<file path="src/rtl/cv32e40p_con_tile_fetch.sv">
// OBI data master that walks a 2-D tile (rows of TILE_W words, rows stride_i apart)
// for a consumer, either reading words into rdata_o or writing consumer-supplied words.
module cv32e40p_con_tile_fetch #(
  parameter int TILE_W    = 4,
  parameter int MAX_WORDS = 16,
  parameter int MAX_OUTST = 2
) (
  input  logic        clk,
  input  logic        rst_n,
  input  logic        start_i,
  input  logic        mode_i,
  input  logic [31:0] base_addr_i,
  input  logic [31:0] stride_i,
  input  logic [4:0]  len_i,
  output logic        data_req_o,
  output logic        data_we_o,
  output logic [3:0]  data_be_o,
  output logic [31:0] data_addr_o,
  output logic [31:0] data_wdata_o,
  input  logic        data_gnt_i,
  input  logic        data_rvalid_i,
  input  logic [31:0] data_rdata_i,
  input  logic [31:0] wdata_i,
  output logic [31:0] cnt_o,
  output logic [31:0] rdata_o,
  output logic        busy_o,
  output logic        done_o
);

  localparam int              OW        = $clog2(MAX_OUTST + 1);
  localparam int              CW        = (TILE_W > 1) ? $clog2(TILE_W) : 1;
  localparam logic [4:0]      MAX_LEN   = 5'(MAX_WORDS);
  localparam logic [CW-1:0]   COL_LAST  = CW'(TILE_W - 1);
  localparam logic [OW-1:0]   OUTST_LIM = OW'(MAX_OUTST);

  typedef enum logic [1:0] {
    S_IDLE  = 2'd0,
    S_ISSUE = 2'd1,
    S_DRAIN = 2'd2,
    S_DONE  = 2'd3
  } state_e;

  state_e          state_q, state_d;
  logic            mode_q, mode_d;
  logic [31:0]     row_q, row_d;
  logic [31:0]     addr_q, addr_d;
  logic [31:0]     stride_q, stride_d;
  logic [CW-1:0]   col_q, col_d;
  logic [4:0]      len_q, len_d;
  logic [4:0]      issued_q, issued_d;
  logic [OW-1:0]   outst_q, outst_d;
  logic [31:0]     cnt_q, cnt_d;
  logic [31:0]     rdata_q, rdata_d;
  logic            req_q, req_d;
  logic            busy_q, busy_d;
  logic            done_q, done_d;

  logic            gnt_s;
  logic            rv_s;
  logic [4:0]      len_sat_s;

  assign gnt_s     = req_q & data_gnt_i;
  // Responses only count while a transfer owns the bus; stale ones after reset are dropped.
  assign rv_s      = data_rvalid_i & (state_q != S_IDLE) & (outst_q != '0);
  assign len_sat_s = (len_i > MAX_LEN) ? MAX_LEN : len_i;

  // Next-state, address walk, counters and registered bus controls.
  always_comb begin
    state_d  = state_q;
    mode_d   = mode_q;
    row_d    = row_q;
    addr_d   = addr_q;
    stride_d = stride_q;
    col_d    = col_q;
    len_d    = len_q;
    issued_d = issued_q;
    cnt_d    = cnt_q;
    rdata_d  = rdata_q;
    outst_d  = outst_q + OW'(gnt_s) - OW'(rv_s);

    if (rv_s && !mode_q) begin
      rdata_d = data_rdata_i;
      cnt_d   = cnt_q + 32'd1;
    end else begin
      rdata_d = rdata_q;
    end

    case (state_q)
      S_IDLE: begin
        if (start_i) begin
          mode_d   = mode_i;
          row_d    = base_addr_i;
          addr_d   = base_addr_i;
          stride_d = stride_i;
          col_d    = '0;
          len_d    = len_sat_s;
          issued_d = 5'd0;
          outst_d  = '0;
          cnt_d    = 32'd0;
          state_d  = (len_sat_s == 5'd0) ? S_DONE : S_ISSUE;
        end else begin
          state_d  = S_IDLE;
        end
      end
      S_ISSUE: begin
        if (gnt_s) begin
          issued_d = issued_q + 5'd1;
          if (mode_q) begin
            cnt_d = cnt_q + 32'd1;
          end else begin
            cnt_d = cnt_d;
          end
          // Column wrap moves to the next row; otherwise step one word along the row.
          if (col_q == COL_LAST) begin
            row_d  = row_q + stride_q;
            addr_d = row_q + stride_q;
            col_d  = '0;
          end else begin
            addr_d = addr_q + 32'd4;
            col_d  = col_q + CW'(1);
          end
          state_d = (issued_d == len_q) ? S_DRAIN : S_ISSUE;
        end else begin
          state_d = S_ISSUE;
        end
      end
      S_DRAIN: begin
        if (outst_d == '0) begin
          state_d = S_DONE;
        end else begin
          state_d = S_DRAIN;
        end
      end
      S_DONE: begin
        state_d = S_IDLE;
      end
      default: begin
        state_d = S_IDLE;
      end
    endcase

    req_d  = (state_d == S_ISSUE) && (issued_d < len_d) && (outst_d < OUTST_LIM);
    busy_d = (state_d != S_IDLE);
    done_d = (state_d == S_DONE);
  end

  // State and datapath registers.
  always_ff @(posedge clk or negedge rst_n) begin
    if (!rst_n) begin
      state_q  <= S_IDLE;
      mode_q   <= 1'b0;
      row_q    <= 32'd0;
      addr_q   <= 32'd0;
      stride_q <= 32'd0;
      col_q    <= '0;
      len_q    <= 5'd0;
      issued_q <= 5'd0;
      outst_q  <= '0;
      cnt_q    <= 32'd0;
      rdata_q  <= 32'd0;
      req_q    <= 1'b0;
      busy_q   <= 1'b0;
      done_q   <= 1'b0;
    end else begin
      state_q  <= state_d;
      mode_q   <= mode_d;
      row_q    <= row_d;
      addr_q   <= addr_d;
      stride_q <= stride_d;
      col_q    <= col_d;
      len_q    <= len_d;
      issued_q <= issued_d;
      outst_q  <= outst_d;
      cnt_q    <= cnt_d;
      rdata_q  <= rdata_d;
      req_q    <= req_d;
      busy_q   <= busy_d;
      done_q   <= done_d;
    end
  end

  assign data_req_o   = req_q;
  assign data_we_o    = mode_q;
  assign data_be_o    = 4'b1111;
  assign data_addr_o  = addr_q;
  assign data_wdata_o = (mode_q && req_q) ? wdata_i : 32'd0;
  assign cnt_o        = cnt_q;
  assign rdata_o      = rdata_q;
  assign busy_o       = busy_q;
  assign done_o       = done_q;

endmodule
</file>
<file path="config.mk">
export PLATFORM = sky130hd
export DESIGN_NAME = cv32e40p_con_tile_fetch
export DESIGN_NICKNAME = d
export VERILOG_FILES = /design/src/rtl/cv32e40p_con_tile_fetch.sv
export SDC_FILE = /design/constraint.sdc
export NUM_CORES = 1
export LEC_CHECK = 0
export ABC_CLOCK_PERIOD_IN_PS = 2900
export CORE_UTILIZATION = 45
export CTS_BUF_LIST = sky130_fd_sc_hd__clkbuf_4
export DETAILED_ROUTE_END_ITERATION = 8
export PLACE_DENSITY = 0.74
export REMOVE_ABC_BUFFERS = 1
export SLEW_MARGIN = 15
export SYNTH_ARGS = -nofsm -noshare
export SYNTH_HDL_FRONTEND = slang
export SYNTH_SLANG_ARGS = --single-unit
export TNS_END_PERCENT = 50
</file>
<file path="constraint.sdc">
create_clock -name clk -period 2.9 [get_ports clk]
set_input_delay 0.29 -clock clk [delete_from_list [all_inputs] [get_ports clk]]
set_output_delay 0.29 -clock clk [all_outputs]
set_load 0.1 [all_outputs]
</file>
==> metrics.csv <==
metric,value,unit
slew at the pin closest to its max-slew limit,0.692,ns
Post-synth top cells,"nand2_1 (239), dfrtp_1 (180), nor2_1 (90), a21oi_1 (77), clkbuf_1 (58)",
most common cell in the netlist,nand2_1,
#FFs+latches synth,180,
I/O pins,275,
# nets final,1655,
ys async rst share,1.00,
vias in the first global route,9915,
post-synth top area share,0.429,
ANT nets after route,0,
core box area,0.0228,mm2
"EDFF count, synth",0,
Layout Skew,0.0249,ns
Fill cells,2011,
routed vias,10200,
routability cong.,0.964,
final instance area,0.0139,mm2
critical path class,reg2reg,
synthesized area per cell,8.76,um2
critical path startpoint category,register,
DR iter-0 viols,736,
Required @ worst endpoint,3.39,ns
Post-Synthesis Cells,1199,
RSZ-0062 raised after global routing,true,
Final Max Tran Viols,0,
share of cells above drive strength 1,0.197,
Critical Path AT,3.34,ns
width of the die,155,um
P_sw,10800,uW
Setup WS post-layout,0.0575,ns
Yosys cell types,69,
"Max FO, Critical Path",3,
CTS tree,done,
Power Internal,8020,uW
Avg Vias per Cell,5.64,
CTS root buf,clkbuf_4,
Yosys Warn Count,0,
sequential power share,0.233,
Mapped Area,0.0105,mm2
Die Y,155,um
LEAKAGE,0.00649,uW
Post-Place Cell Area,0.0134,mm2
Finished Core Util,0.610,
WL final,34500,um
worst vdd ir,1.18,mV
first-pass GRT wire length,53200,um
outcome,completed,
setup TNS,0,ns
f_max,352,MHz
remaining routing DRC violations,0,
htree depth,4,
Sink Count,180,
HPWL after DPL,25400,um
top post-synthesis cells by area,"dfrtp_1 (43%), nand2_1 (8.5%), ha_1 (4.9%), a21oi_1 (3.7%), mux2_2 (3.5%)",
power density cells,1350,mW/mm2
Num CTS Buffers,17,
initial antenna violation count,6,
Critical Path End Type,register,
Synth Flop Type,dfrtp_1,
Area growth syn-to-layout,32.2,%
GRT overflow,0,
wire per inst,19.1,um
All-Layer GR Usage,0.288,
sequential area share after synthesis,0.429,
max_slew headroom,0.539,
Initial Util,0.461,
First-pass DRT Iterations,5,
Hold Crit Class,in2reg,
Tcrit/Tclk final,0.980,
# rows,55,
clk_lat worst skew,0.60,ns
Worst-path clk slew,0.19,ns
Hold Fails Final Rpt,0,
number of port buffers,270,
CTS Buffer Depth,2,
min cycle time layout,2.84,ns
die footprint,0.0240,mm2
Switching Share,0.573,
combinational power share,0.686,
setup violators final,0,
largest net degree at the start of global routing,62,
dpl ws,-0.0640,ns
MaxCap Viol Count,0,
Clk pwr share,0.081,
"area leader, netlist",dfrtp_1,
## cells in the final DEF (no fill, tap or decap), types with 5 or more instances in the layout
cell type / netlist / layout
nand2_1: 239 / 238
buf_4: 4 / 181
dfrtp_1: 180 / 180
clkdlybuf4s50_1: 0 / 137
nor2_1: 90 / 85
a21oi_1: 77 / 76
and3_1: 53 / 53
nand3_1: 43 / 43
o21ai_0: 41 / 41
ha_1: 41 / 40
mux2_2: 33 / 33
a31oi_1: 31 / 31
xnor2_1: 31 / 28
xor2_1: 25 / 25
inv_1: 20 / 20
o21ai_1: 18 / 17
clkbuf_4: 0 / 17
a21o_1: 16 / 16
and2_1: 14 / 14
nor3_1: 15 / 13
a311oi_1: 13 / 13
o211ai_1: 11 / 11
mux2i_1: 10 / 10
o21a_1: 10 / 10
nand4_1: 9 / 9
or3_1: 8 / 8
o31ai_1: 8 / 8
nand2b_1: 7 / 6
nor2_2: 3 / 6
nor2b_1: 7 / 6
diode_2: 0 / 5
nand3b_1: 5 / 5
o21bai_1: 6 / 5
## power by group through the flow
stage / Combinational, uW / Sequential (uW) / Clock (uW)
finish: 12900 / 4380 / 1520
global route: 13800 / 4500 / 1640
CTS: 12500 / 4360 / 1550
detailed placement: 12400 / 4410 / 0
global placement: 12200 / 4370 / 0
floorplan: 5830 / 7640 / 0
## stage by stage
stage          hold slack (ns)  cells  power, uW
2_1_floorplan         -0.00559   1133      13500
3_3_place_gp             0.327   1761      16600
3_5_place_dp             0.333   1761      16800
4_1_cts                  0.155   1794      18400
5_1_grt                  0.147   1805      19900
6_report                 0.181   1805      18800
## layout make-up
type / count / area, um2 / share of cell area
antenna: 5 / 12.5 / 0.000901
clock buffer: 17 / 128 / 0.00919
clock inverter: 15 / 164 / 0.0118
inverter: 20 / 75.1 / 0.00541
multi-input combinational: 933 / 5820 / 0.419
sequential: 180 / 4500 / 0.324
tap: 313 / 392 / 0.0282
timing repair buffer: 322 / 2790 / 0.201
## sequential cells by signal (all words and copies together), names as in the netlist, 2 cells and up
register	flops
cnt_o	32
data_addr_o	32
rdata_o	32
row_q	32
stride_q	32
issued_q	5
len_q	5
col_q	2
outst_q	2
state_q	2
## per-layer routing
| metal | part of all wire | track usage | vias to the layer above |
|---|---|---|---|
| met2 | 0.48 | 0.478 | 464 |
| li1 | - | - | 4798 |
| met4 | 0.029 | 0.116 | 2 |
| met5 | 0.00038 | 0 | - |
| met3 | 0.076 | 0.0658 | 56 |
| met1 | 0.41 | 0.364 | 4862 |
## path summary, 6_finish.rpt
kind	cells past startpoint	from	to	slack, ns
worst max register to register	10	stride_q[0]	data_addr_o[18]	0.06
min in group asynchronous	2	rst_n	stride_q[10]	0.25
worst min register to register	2	col_q[1]	col_q[1]	0.49
worst min-delay path	3	stride_i[30]	stride_q[30]	0.18
max in group asynchronous	3	rst_n	cnt_o[13]	1.91
worst max-delay path	10	stride_q[0]	data_addr_o[18]	0.06
## timing repair
item | CTS | global route
hold endpoints to repair | 57 | 0
gates resized for setup | 2 | 22
endpoints found under the setup margin | 8 | 24
pin swaps | 2 | 15
buffers inserted | 0 | 6
hold buffers | 1 | 0
## worst max-delay path, stage by stage, from the launching register on
cell and delay (ns):
dfrtp_1 0.42, ha_2 0.21, fa_2 0.37, a211oi_2 0.25
o21bai_2 0.12, a2111oi_2 0.36, buf_4 0.19, nor2_1 0.07
a31o_2 0.29, xnor2_2 0.14, a221o_1 0.31
## logic make-up (layout without fill, tap and decap cells)
| group | Yosys count | in the layout | share of synthesized area |
|---|---|---|---|
| XOR/XNOR | 56 | 56 | 0.0467 |
| buffers and inverters | 89 | 374 | 0.0336 |
| multiplexers | 44 | 44 | 0.0460 |
| adder cells (fa/ha/maj) | 42 | 42 | 0.0507 |
| AO/OA/AOI/OAI | 277 | 277 | 0.169 |
| other | 1 | 9 | 0.000357 |
| flip-flops | 180 | 180 | 0.429 |
| AND/OR/NAND/NOR | 510 | 510 | 0.225 |
(Power assumes the default switching activity.)
